$ cat config.mk
export PLATFORM = sky130hd
export DESIGN_NAME = softsign_out_buffer
export DESIGN_NICKNAME = d
export VERILOG_FILES = /design/src/rtl/softsign_out_buffer.sv
export SDC_FILE = /design/constraint.sdc
export NUM_CORES = 1
export LEC_CHECK = 0
export CORE_MARGIN = 2
export CORE_UTILIZATION = 25
export CTS_BUF_LIST = sky130_fd_sc_hd__clkbuf_4 sky130_fd_sc_hd__clkbuf_8
export CTS_CLUSTER_SIZE = 24
export DETAILED_ROUTE_END_ITERATION = 10
export SYNTH_ARGS = -nofsm -noshare
export SYNTH_HDL_FRONTEND = slang
export SYNTH_SLANG_ARGS = --single-unit
$ cat constraint.sdc
create_clock -name clk -period 11 [get_ports clk]
set_input_delay 1.65 -clock clk [delete_from_list [all_inputs] [get_ports clk]]
set_output_delay 1.65 -clock clk [all_outputs]
set_load 0.01 [all_outputs]
$ cat src/rtl/softsign_out_buffer.sv
// Output buffer for the Softsign operator: absorbs a valid-only stream into a FIFO, re-emits it valid/ready with frame tags.
// Latency 1 cycle when empty; upstream cannot be stalled, so a push into a full FIFO is dropped (optional stats: SOFTSIGN_OUT_BUFFER_STATS_EN).
module softsign_out_buffer #(
  parameter int DATA_W    = 32,
  parameter int DEPTH     = 16,
  parameter int AF_THRESH = 12,
  parameter int CNT_W     = 16
) (
  input  logic                     clk,
  input  logic                     rst_n,
  input  logic                     valid_in,
  input  logic [DATA_W-1:0]        input_data,
  output logic                     out_valid,
  input  logic                     out_ready,
  output logic [DATA_W-1:0]        output_data,
  output logic                     frame_last,
  input  logic [CNT_W-1:0]         frame_len,
  output logic                     almost_full,
  output logic [$clog2(DEPTH):0]   level,
  output logic                     overflow,
  input  logic                     ovf_clr
`ifdef SOFTSIGN_OUT_BUFFER_STATS_EN
  ,
  output logic [15:0]              drop_count
`endif
);

  localparam int PTR_W = $clog2(DEPTH);
  localparam int LVL_W = PTR_W + 1;

  typedef enum logic {IDLE, STREAM} state_t;

  logic [DATA_W-1:0] mem_q [DEPTH];
  logic [PTR_W-1:0]  wr_ptr_q, wr_ptr_d, rd_ptr_q, rd_ptr_d;
  logic [LVL_W-1:0]  level_q, level_d;
  logic              af_q, af_d;
  logic              ovf_q, ovf_d;
  logic [DATA_W-1:0] hold_q, hold_d;
  state_t            state_q, state_d;
  logic [CNT_W-1:0]  cnt_q, cnt_d;
  logic [CNT_W-1:0]  len_q, len_d;
  logic              empty, full, pop, push, drop, last_c;

  assign empty = (level_q == '0);
  assign full  = (level_q == LVL_W'(DEPTH));
  assign pop   = !empty && out_ready;
  // A full FIFO still accepts a push when the head leaves on the same edge.
  assign push  = valid_in && (!full || pop);
  assign drop  = valid_in && full && !pop;

  always_comb begin
    wr_ptr_d = wr_ptr_q + PTR_W'(push);
    rd_ptr_d = rd_ptr_q + PTR_W'(pop);
    level_d  = level_q + LVL_W'(push) - LVL_W'(pop);
    af_d     = (level_d >= LVL_W'(AF_THRESH));
    ovf_d    = drop | (ovf_q & ~ovf_clr);
    hold_d   = pop ? mem_q[rd_ptr_q] : hold_q;
  end

  always_ff @(posedge clk) begin
    if (push) mem_q[wr_ptr_q] <= input_data;
  end

  always_ff @(posedge clk or negedge rst_n) begin
    if (!rst_n) begin
      wr_ptr_q <= '0;
      rd_ptr_q <= '0;
      level_q  <= '0;
      af_q     <= 1'b0;
      ovf_q    <= 1'b0;
      hold_q   <= '0;
      state_q  <= IDLE;
      cnt_q    <= '0;
      len_q    <= '0;
    end else begin
      wr_ptr_q <= wr_ptr_d;
      rd_ptr_q <= rd_ptr_d;
      level_q  <= level_d;
      af_q     <= af_d;
      ovf_q    <= ovf_d;
      hold_q   <= hold_d;
      state_q  <= state_d;
      cnt_q    <= cnt_d;
      len_q    <= len_d;
    end
  end

  // In IDLE the head opens a new frame, so its length is the live frame_len.
  always_comb begin
    state_d = state_q;
    cnt_d   = cnt_q;
    len_d   = len_q;
    last_c  = 1'b0;
    case (state_q)
      IDLE: begin
        last_c = (frame_len == CNT_W'(1));
        if (pop) begin
          len_d = frame_len;
          if (last_c) begin
            cnt_d = '0;
          end else begin
            state_d = STREAM;
            cnt_d   = CNT_W'(1);
          end
        end
      end
      STREAM: begin
        last_c = (len_q != '0) && (cnt_q == len_q - CNT_W'(1));
        if (pop) begin
          if (last_c) begin
            state_d = IDLE;
            cnt_d   = '0;
          end else begin
            cnt_d = cnt_q + CNT_W'(1);
          end
        end
      end
      default: state_d = IDLE;
    endcase
  end

  assign out_valid   = !empty;
  assign output_data = empty ? hold_q : mem_q[rd_ptr_q];
  assign frame_last  = !empty && last_c;
  assign almost_full = af_q;
  assign level       = level_q;
  assign overflow    = ovf_q;

`ifdef SOFTSIGN_OUT_BUFFER_STATS_EN
  logic [15:0] drop_cnt_q, drop_cnt_d;

  always_comb begin
    drop_cnt_d = ovf_clr ? 16'd0 : drop_cnt_q;
    if (drop && (drop_cnt_d != 16'hFFFF)) drop_cnt_d = drop_cnt_d + 16'd1;
  end

  always_ff @(posedge clk or negedge rst_n) begin
    if (!rst_n) drop_cnt_q <= '0;
    else        drop_cnt_q <= drop_cnt_d;
  end

  assign drop_count = drop_cnt_q;
`endif

endmodule

==> results.json, run 1 <==
{
  "fmax_mhz": 153,
  "cts_setup_buffers": 0,
  "worst_setup_hold_path_clk_slew_ps": 60,
  "io_pins": 94,
  "die_y_microns": 312,
  "r2r_cells": 18,
  "clockRootBuffer": "clkbuf_8",
  "rrSetupSlack_ps": 7260,
  "reg2reg_from": "level[2]",
  "post-route-period-util": 0.593,
  "synth_area_sq_um": 23700,
  "slew_viol_final": 0,
  "pwr_density_cell_nw_per_um2": 258,
  "endpoint_kind": "output pin",
  "worst_clock_skew_ps": 60.9,
  "synth_seq_cells": 592,
  "crit_arrival_ps": 4870,
  "critPathKind": "reg2out",
  "layout_common_cells": "512 x edfxtp_1, 112 x nand2_1, 107 x clkbuf_8",
  "cts_tree": "yes",
  "ant_nets": 0,
  "final_common_cell": "edfxtp_1",
  "final_core_util": 0.302,
  "drt_first_pass_iters": 5,
  "required_ps": 9350,
  "layout-drive-gt1-share": 0.239,
  "core_area_sq_um": 93600,
  "dieArea_sq_um": 97300,
  "slowest_stage": "dfrtp_4",
  "tightest_slew_ps": 1090,
  "cts_hold_buf": 0,
  "finalWorstPathRequiredPeriod_ps": 6520,
  "vias_per_cell": 4.48,
  "fin_nets": 1539,
  "worstHoldPathType": "reg2reg",
  "ys.warnings.count": 0,
  "synthArstFlopShare": 0.135,
  "cts.sinks": 592,
  "setup_viol": 0,
  "grt_max_degree": 108,
  "start_util": 0.253,
  "synth_nets": 1392,
  "startpoint": "rd_ptr_q[0]",
  "syn_area_per_cell_sq_um": 17.9,
  "vias": 12600,
  "cp_top_family": "compound AO/OA/AOI/OAI gates",
  "clk_latency_ps": 740,
  "multi_input_area_sq_um": 6100,
  "regArea_sq_um": 17400,
  "track_usage": 0.120,
  "fin_ws_ps": 4480,
  "rows": 112,
  "synth-edff-count": 512,
  "place_ws_ps": 5110,
  "grt-ovfl-total": 0,
  "syn_inst": 1325,
  "grt_pass1_vias": 13300,
  "wl_per_cell_microns": 20.9,
  "leakage_uw": 0.00944,
  "synth_flop_cell": "edfxtp_1",
  "nFillCells": 9215,
  "grt_first_pass_wirelength_microns": 86700,
  "drc": 0,
  "fp.dieW_microns": 312,
  "rsz0062_at_grt": "false",
  "cts_resized": 0,
  "worstPathMaxFanout": 107,
  "max_cap_violations": 0,
  "syn2layout_area_growth_pct": 19.3,
  "cp_num_buf_inv": 2,
  "dp_hpwl_microns": 31900,
  "yosysSeqAreaShare": 0.733,
  "gp_routability_congestion": 0.764,
  "start_kind": "flop",
  "endpoint": "output_data[31]",
  "status": "complete, no violations",
  "slew_headroom": 0.275,
  "finalSetupTns_ps": 0,
  "io_buffers": 93,
  "worst-path-stages": 7,
  "critical-path-max-stage-delay_ps": 1120,
  "antenna_found_initial": 4,
  "cts_buffers": 96,
  "cts_max_level": 3,
  "peakVddDrop_v": 0.000166,
  "hold_viol": 0,
  "drt_iter0_markers": 1017,
  "timing.rr.end": "almost_full",
  "cts_max_path_buffers": 3,
  "synth_cell_types": 56,
  "wirelength_microns": 58600,
  "path_cells": "buf_12, mux2i_1, a221oi_1, a21oi_1, o21ai_0, mux2_2, clkdlybuf4s50_1"
}
==> worst register-to-register path, stage by stage, from the launching register on <==
cell,delay [ps]
dfrtp_1,390
inv_1,100
ha_1,170
nor4b_1,650
inv_2,170
buf_4,360
nand2_1,220
inv_2,50
ha_1,260
inv_1,50
ha_1,150
inv_1,60
fa_1,420
inv_1,70
a21oi_1,50
nor2_1,90
nor2_1,60
xnor2_1,130
a21o_1,160
==> where the power goes <==
part	internal [uW]	leakage, uW	switching [uW]	total (uW)
Combinational	1090	0.00277	1240	2330
Clock	1070	0.00106	901	1970
Sequential	2750	0.00560	256	3010
Total	4910	0.00944	2400	7310
==> synth_stat cells (2+ instances only) <==
| cell | n | share of area |
|---|---|---|
| nor3_1 | 10 | 0.0021 |
| edfxtp_1 | 512 | 0.65 |
| nand4_1 | 15 | 0.0040 |
| nor4b_1 | 3 | 0.0011 |
| xnor2_1 | 19 | 0.0070 |
| a21o_1 | 2 | 0.00063 |
| a22oi_1 | 26 | 0.0082 |
| ha_1 | 13 | 0.0069 |
| nor4_1 | 8 | 0.0021 |
| mux2i_1 | 64 | 0.027 |
| o21bai_1 | 2 | 0.00063 |
| a221oi_1 | 24 | 0.0089 |
| nand2_1 | 112 | 0.018 |
| nand3b_1 | 3 | 0.00095 |
| xor2_1 | 20 | 0.0074 |
| dfrtp_1 | 80 | 0.084 |
| nor2_1 | 44 | 0.0070 |
| nor2b_1 | 10 | 0.0026 |
| o31a_1 | 2 | 0.00074 |
| and3_1 | 5 | 0.0013 |
| a21oi_1 | 29 | 0.0061 |
| inv_1 | 16 | 0.0025 |
| o211ai_1 | 10 | 0.0032 |
| a31oi_1 | 8 | 0.0021 |
| clkbuf_1 | 44 | 0.0070 |
| nand2b_1 | 2 | 0.00053 |
| o21ai_0 | 30 | 0.0063 |
| nand3_1 | 10 | 0.0021 |
| mux4_2 | 96 | 0.091 |
| or3_1 | 4 | 0.0011 |
| buf_2 | 10 | 0.0021 |
| buf_1 | 15 | 0.0024 |
| a211o_1 | 2 | 0.00074 |
| mux2_2 | 53 | 0.025 |
==> flip-flops by register name, summed over array words and instances, names as in the netlist <==
register     count
mem_q          512
len_q           16
almost_full      1
wr_ptr_q         4
overflow         1
level            5
cnt_q           16
state_q          1
hold_q          32
rd_ptr_q         4
==> cells by family after synthesis <==
logic type | Yosys count | synth area share
XOR/XNOR | 39 | 0.0144
multiplexers | 213 | 0.143
AO/OA/AOI/OAI | 144 | 0.0408
adder cells (fa/ha/maj) | 14 | 0.00771
buffers and inverters | 88 | 0.0148
AND/OR/NAND/NOR | 235 | 0.0459
flip-flops | 592 | 0.733
==> worst min-delay path by stage <==
stage | endpoint | slack [ps] | cells past startpoint | from
CTS | hold_q[30] | 470 | 2 | hold_q[30]
finish | hold_q[4] | 470 | 2 | hold_q[4]
detailed placement | hold_q[23] | 460 | 2 | hold_q[23]
global placement | hold_q[12] | 450 | 2 | hold_q[12]
floorplan | hold_q[0] | 440 | 2 | hold_q[0]
global route | hold_q[30] | 490 | 2 | hold_q[30]
==> final cells by class <==
class,count,share of cell area
Timing Repair Buffer,120,0.0406
Tap cell,1254,0.0555
Clock buffer,141,0.0611
Antenna cell,2,0.000177
Sequential cell,592,0.615
Inverter,17,0.00226
Clock inverter,34,0.00991
Multi-Input combinational cell,645,0.216
==> through the flow <==
step	hold WS, ps	cells	area [sq um]	power [uW]
floorplan	442	1325	23700	4440
global placement	454	2627	26300	5390
detailed placement	459	2627	26300	5430
CTS	474	2802	28300	7430
global route	489	2804	28300	7700
finish	470	2805	28300	7310
==> layer usage <==
layer,vias up,global-route usage,wire [microns]
met5,-,0,28
met4,4,0.0362,1330
met3,98,0.0248,2870
met2,342,0.201,28700
met1,6556,0.156,25700
li1,5574,-,-
No activity file was read; power rests on OpenSTA's default activity.
==> run 2, diff against run 1 <==
==> constraint.sdc (replaced) <==
create_clock -name clk -period 6.5 [get_ports clk]
set_input_delay 0.975 -clock clk [delete_from_list [all_inputs] [get_ports clk]]
set_output_delay 0.975 -clock clk [all_outputs]
set_load 0.01 [all_outputs]
==> results.json, run 2 (synthesis results as in run 1) <==
{
  "ant_nets": 0,
  "worstHoldPathType": "in2async",
  "slew_headroom": 0.0914,
  "vias": 12700,
  "cts_hold_buf": 0,
  "finalWorstPathRequiredPeriod_ps": 5400,
  "clockRootBuffer": "clkbuf_8",
  "grt_max_degree": 72,
  "finalSetupTns_ps": 0,
  "grt_pass1_vias": 13200,
  "cts.sinks": 592,
  "gp_routability_congestion": 0.753,
  "reg_top3": "mem_q: 512 flops, hold_q: 32 flops",
  "max_cap_violations": 0,
  "r2r_cells": 17,
  "regArea_sq_um": 17400,
  "layout-drive-gt1-share": 0.237,
  "core_area_sq_um": 93600,
  "leakage_uw": 0.00940,
  "cts_tree": "yes",
  "track_usage": 0.118,
  "slew_viol_final": 0,
  "io_pins": 94,
  "wl_per_cell_microns": 20.7,
  "die_y_microns": 312,
  "tightest_slew_ps": 1360,
  "drt_first_pass_iters": 5,
  "stdcell_count": 2806,
  "rrSetupSlack_ps": 2510,
  "cts_max_path_buffers": 3,
  "reg2reg_from": "level[2]",
  "drc": 0,
  "nFillCells": 9220,
  "startpoint": "rd_ptr_q[1]",
  "crit_arrival_ps": 4420,
  "fp.dieW_microns": 312,
  "critPathKind": "reg2out",
  "setup_viol": 0,
  "place_ws_ps": 1810,
  "vias_per_cell": 4.54,
  "timing.rr.end": "almost_full",
  "endpoint": "output_data[30]",
  "top_register": "mem_q",
  "cts_buffers": 93,
  "fmax_mhz": 185,
  "largest_register_ffs": 512,
  "syn2layout_area_growth_pct": 19.1,
  "start_kind": "flop",
  "rows": 112,
  "start_util": 0.253,
  "final_common_cell": "edfxtp_1",
  "peakVddDrop_v": 0.000331,
  "dieArea_sq_um": 97300,
  "status": "complete, no violations",
  "hold_viol": 0,
  "dp_hpwl_microns": 33200,
  "cts_max_level": 3,
  "drt_iter0_markers": 1138,
  "required_ps": 5520,
  "placedCellCount": 2632,
  "post-route-period-util": 0.831,
  "wirelength_microns": 58000,
  "layout_common_cells": "512 x edfxtp_1, 112 x nand2_1, 101 x clkbuf_8",
  "fin_nets": 1540,
  "grt_first_pass_wirelength_microns": 85700,
  "cts_setup_buffers": 0,
  "io_buffers": 93,
  "endpoint_kind": "output pin",
  "grt-ovfl-total": 0,
  "clk_latency_ps": 710,
  "rsz0062_at_grt": "false",
  "worst_setup_hold_path_clk_slew_ps": 70,
  "fin_ws_ps": 1100,
  "worst_clock_skew_ps": 43.7,
  "pwr_density_cell_nw_per_um2": 436,
  "placed_area_sq_um": 26300,
  "fin_area_sq_um": 28200,
  "cts_resized": 0,
  "antenna_found_initial": 4,
  "worstPathMaxFanout": 50,
  "final_core_util": 0.302,
  "multi_input_area_sq_um": 6110
}
-- run 2: cell types whose count changed in the layout (fill, tap and decap cells not counted), moves of 2 or more --
cell and delta:
inv_16 -3, clkinvlp_4 +4, clkinv_2 +4, inv_12 +3
inv_8 -2, clkbuf_4 -8, clkinv_1 +4, buf_4 +4
clkbuf_8 -6
-- run 2: power breakdown --
group / total [uW] / switching (uW) / internal [uW]
registers: 5090 / 435 / 4660
clock network: 3230 / 1510 / 1730
logic: 3980 / 2120 / 1860
total: 12300 / 4060 / 8250
-- run 2: layer usage --
layer | share of wire | GRT usage | up-vias
met5 | 0.00022 | 0 | -
met4 | 0.017 | 0.0335 | 2
met3 | 0.059 | 0.0251 | 84
met2 | 0.48 | 0.191 | 406
met1 | 0.44 | 0.161 | 6665
li1 | - | - | 5581
-- run 2: final cells by class --
class,count,area share
well taps,1254,0.0556
multi-input cells,645,0.216
diodes,1,0.0000886
flip-flops and latches,592,0.616
clock buffers,127,0.0561
repair buffers,124,0.0420
inverters,17,0.00226
clock inverters,46,0.0121
-- run 2: worst max-delay path, stage by stage (launching register included) --
cell and delay, ps:
dfrtp_4 910, buf_4 770, mux4_2 340, a21oi_1 80
o21ai_0 650, mux2_2 290, clkdlybuf4s50_1 600
-- run 2: worst min path at each step --
stage	from	endpoint	slack, ps	cells past startpoint
finish	rst_n	hold_q[20]	110	1
detailed placement	hold_q[23]	hold_q[23]	460	2
global placement	hold_q[12]	hold_q[12]	450	2
CTS	rst_n	hold_q[20]	50	1
floorplan	hold_q[0]	hold_q[0]	440	2
global route	rst_n	hold_q[20]	80	1
-- run 2: through the flow --
| step | power (uW) | hold slack, ps |
|---|---|---|
| global placement | 9160 | 453 |
| global route | 13000 | 78.1 |
| floorplan | 7510 | 442 |
| detailed placement | 9240 | 459 |
| CTS | 12500 | 49.4 |
| finish | 12300 | 113 |
==> run 3, diff against run 2 <==
==> constraint.sdc (replaced) <==
create_clock -name clk -period 5.15 [get_ports clk]
set_input_delay 0.7725 -clock clk [delete_from_list [all_inputs] [get_ports clk]]
set_output_delay 0.7725 -clock clk [all_outputs]
set_load 0.01 [all_outputs]
==> results.json, run 3 (synthesis results as in run 1) <==
{
  "cts_setup_buffers": 0,
  "pwr_density_cell_nw_per_um2": 554,
  "slew_viol_final": 0,
  "swShare": 0.323,
  "fp.dieW_microns": 312,
  "max_cap_violations": 0,
  "final_common_cell": "edfxtp_1",
  "setup_viol": 0,
  "nFillCells": 9197,
  "cp_num_buf_inv": 3,
  "clk_latency_ps": 680,
  "regArea_sq_um": 17400,
  "slew_headroom": 0.419,
  "fin_area_sq_um": 28500,
  "start_util": 0.253,
  "dieArea_sq_um": 97300,
  "cts_max_level": 3,
  "finalSetupTns_ps": 0,
  "worstPathMaxFanout": 28,
  "critical-path-max-stage-delay_ps": 680,
  "track_usage": 0.118,
  "grt_pass1_vias": 13500,
  "path_cells": "nor2_2, buf_4, a221oi_1, a22oi_1, o21ai_1, buf_4, mux2_2, clkdlybuf4s50_1",
  "drt_first_pass_iters": 5,
  "layout-drive-gt1-share": 0.247,
  "io_buffers": 93,
  "leakage_uw": 0.00956,
  "vias": 12800,
  "io_pins": 94,
  "vias_per_cell": 4.52,
  "slowest_stage": "dfrtp_4",
  "fmax_mhz": 208,
  "placed_area_sq_um": 26400,
  "drc": 0,
  "cp_top_family": "buffers and inverters",
  "crit_arrival_ps": 4040,
  "ant_nets": 0,
  "fin_nets": 1557,
  "syn2layout_area_growth_pct": 20.1,
  "clock_power_share": 0.271,
  "p_seq_frac": 0.399,
  "worst_setup_hold_path_clk_slew_ps": 60,
  "reg_top3": "mem_q: 512 flops, hold_q: 32 flops",
  "grt-ovfl-total": 0,
  "met3_length_microns": 3350,
  "rsz0062_at_grt": "false",
  "tightest_slew_ps": 868,
  "largest_register_ffs": 512,
  "cts.sinks": 592,
  "finalWorstPathRequiredPeriod_ps": 4810,
  "die_y_microns": 312,
  "layout_common_cells": "512 x edfxtp_1, 112 x nand2_1, 107 x clkbuf_8",
  "cts_tree": "yes",
  "rows": 112,
  "endpoint_kind": "output pin",
  "grt_max_degree": 73,
  "drt_iter0_markers": 942,
  "peakVddDrop_v": 0.000437,
  "antenna_found_initial": 5,
  "dp_hpwl_microns": 33100,
  "post-route-period-util": 0.934,
  "cp_common_cell": "buf_4",
  "grt_first_pass_wirelength_microns": 87000,
  "finalPower_uw": 15800,
  "wl_per_cell_microns": 20.5,
  "p_int_uw": 10700,
  "top_layer": "met5",
  "multi_input_area_sq_um": 6090,
  "clockRootBuffer": "clkbuf_8",
  "hold_viol": 0,
  "top_register": "mem_q",
  "core_area_sq_um": 93600,
  "gp_routability_congestion": 0.783,
  "required_ps": 4380,
  "hold_ws_ps": 70.0,
  "worst_clock_skew_ps": 33.5,
  "met1_length_microns": 25500,
  "final_core_util": 0.304,
  "start_kind": "flop",
  "critPathKind": "reg2out",
  "status": "complete, no violations",
  "wirelength_microns": 57900,
  "combPwrFrac": 0.331,
  "met2_length_microns": 28100,
  "cts_buffers": 98,
  "power.switching_uw": 5100,
  "worstHoldPathType": "in2async",
  "cts_max_path_buffers": 3
}
## run 3: final cells by class
class,instances,area share
sequential,592,0.611
multi-input combinational,645,0.214
clock buffer,140,0.0604
tap,1254,0.0551
timing repair buffer,136,0.0457
clock inverter,42,0.0116
inverter,17,0.00224
antenna,3,0.000264
## run 3: path summary, 6_finish.rpt
| path | slack, ps | end | from | depth (start not counted) |
|---|---|---|---|---|
| hold / removal | 70 | hold_q[26] | rst_n | 1 |
| setup reg to reg | 1630 | cnt_q[13] | level[2] | 14 |
| setup / recovery | 340 | output_data[30] | rd_ptr_q[1] | 8 |
| max in group asynchronous | 3940 | hold_q[3] | rst_n | 2 |
| hold reg to reg | 470 | hold_q[30] | hold_q[30] | 2 |
| min in group clk | 470 | hold_q[30] | hold_q[30] | 2 |
## run 3: power groups by stage
stage / registers, uW / logic [uW] / clock network (uW)
global route: 6370 / 5670 / 4590
CTS: 6300 / 5350 / 4390
detailed placement: 6390 / 5320 / 0
finish: 6290 / 5210 / 4270
floorplan: 6170 / 3310 / 0
global placement: 6360 / 5270 / 0
## run 3: layer usage
layer / up-vias / GRT usage
met5: - / 0
li1: 5605 / -
met2: 373 / 0.194
met1: 6706 / 0.157
met4: 6 / 0.0287
met3: 87 / 0.0289
## run 3: repair_timing
item	CTS	global route
hold endpoints to repair	0	0
endpoints found under the setup margin	0	1
hold buffers	0	0
gates resized for setup	0	1
## run 3: per-stage QoR
step	cells	setup slack [ps]
4_1_cts	2826	142
2_1_floorplan	1325	1130
5_1_grt	2827	95.5
3_3_place_gp	2644	880
3_5_place_dp	2644	901
6_report	2829	339
## run 3: worst register-to-register path, stage by stage (launching register included)
cell	delay, ps
dfrtp_1	370
inv_1	70
ha_1	210
nor4b_1	150
buf_4	170
inv_2	40
buf_4	510
nand2_1	200
inv_2	100
buf_4	530
nand4_1	340
nor2_1	340
nand3_1	150
xor2_1	160
nor2_1	60
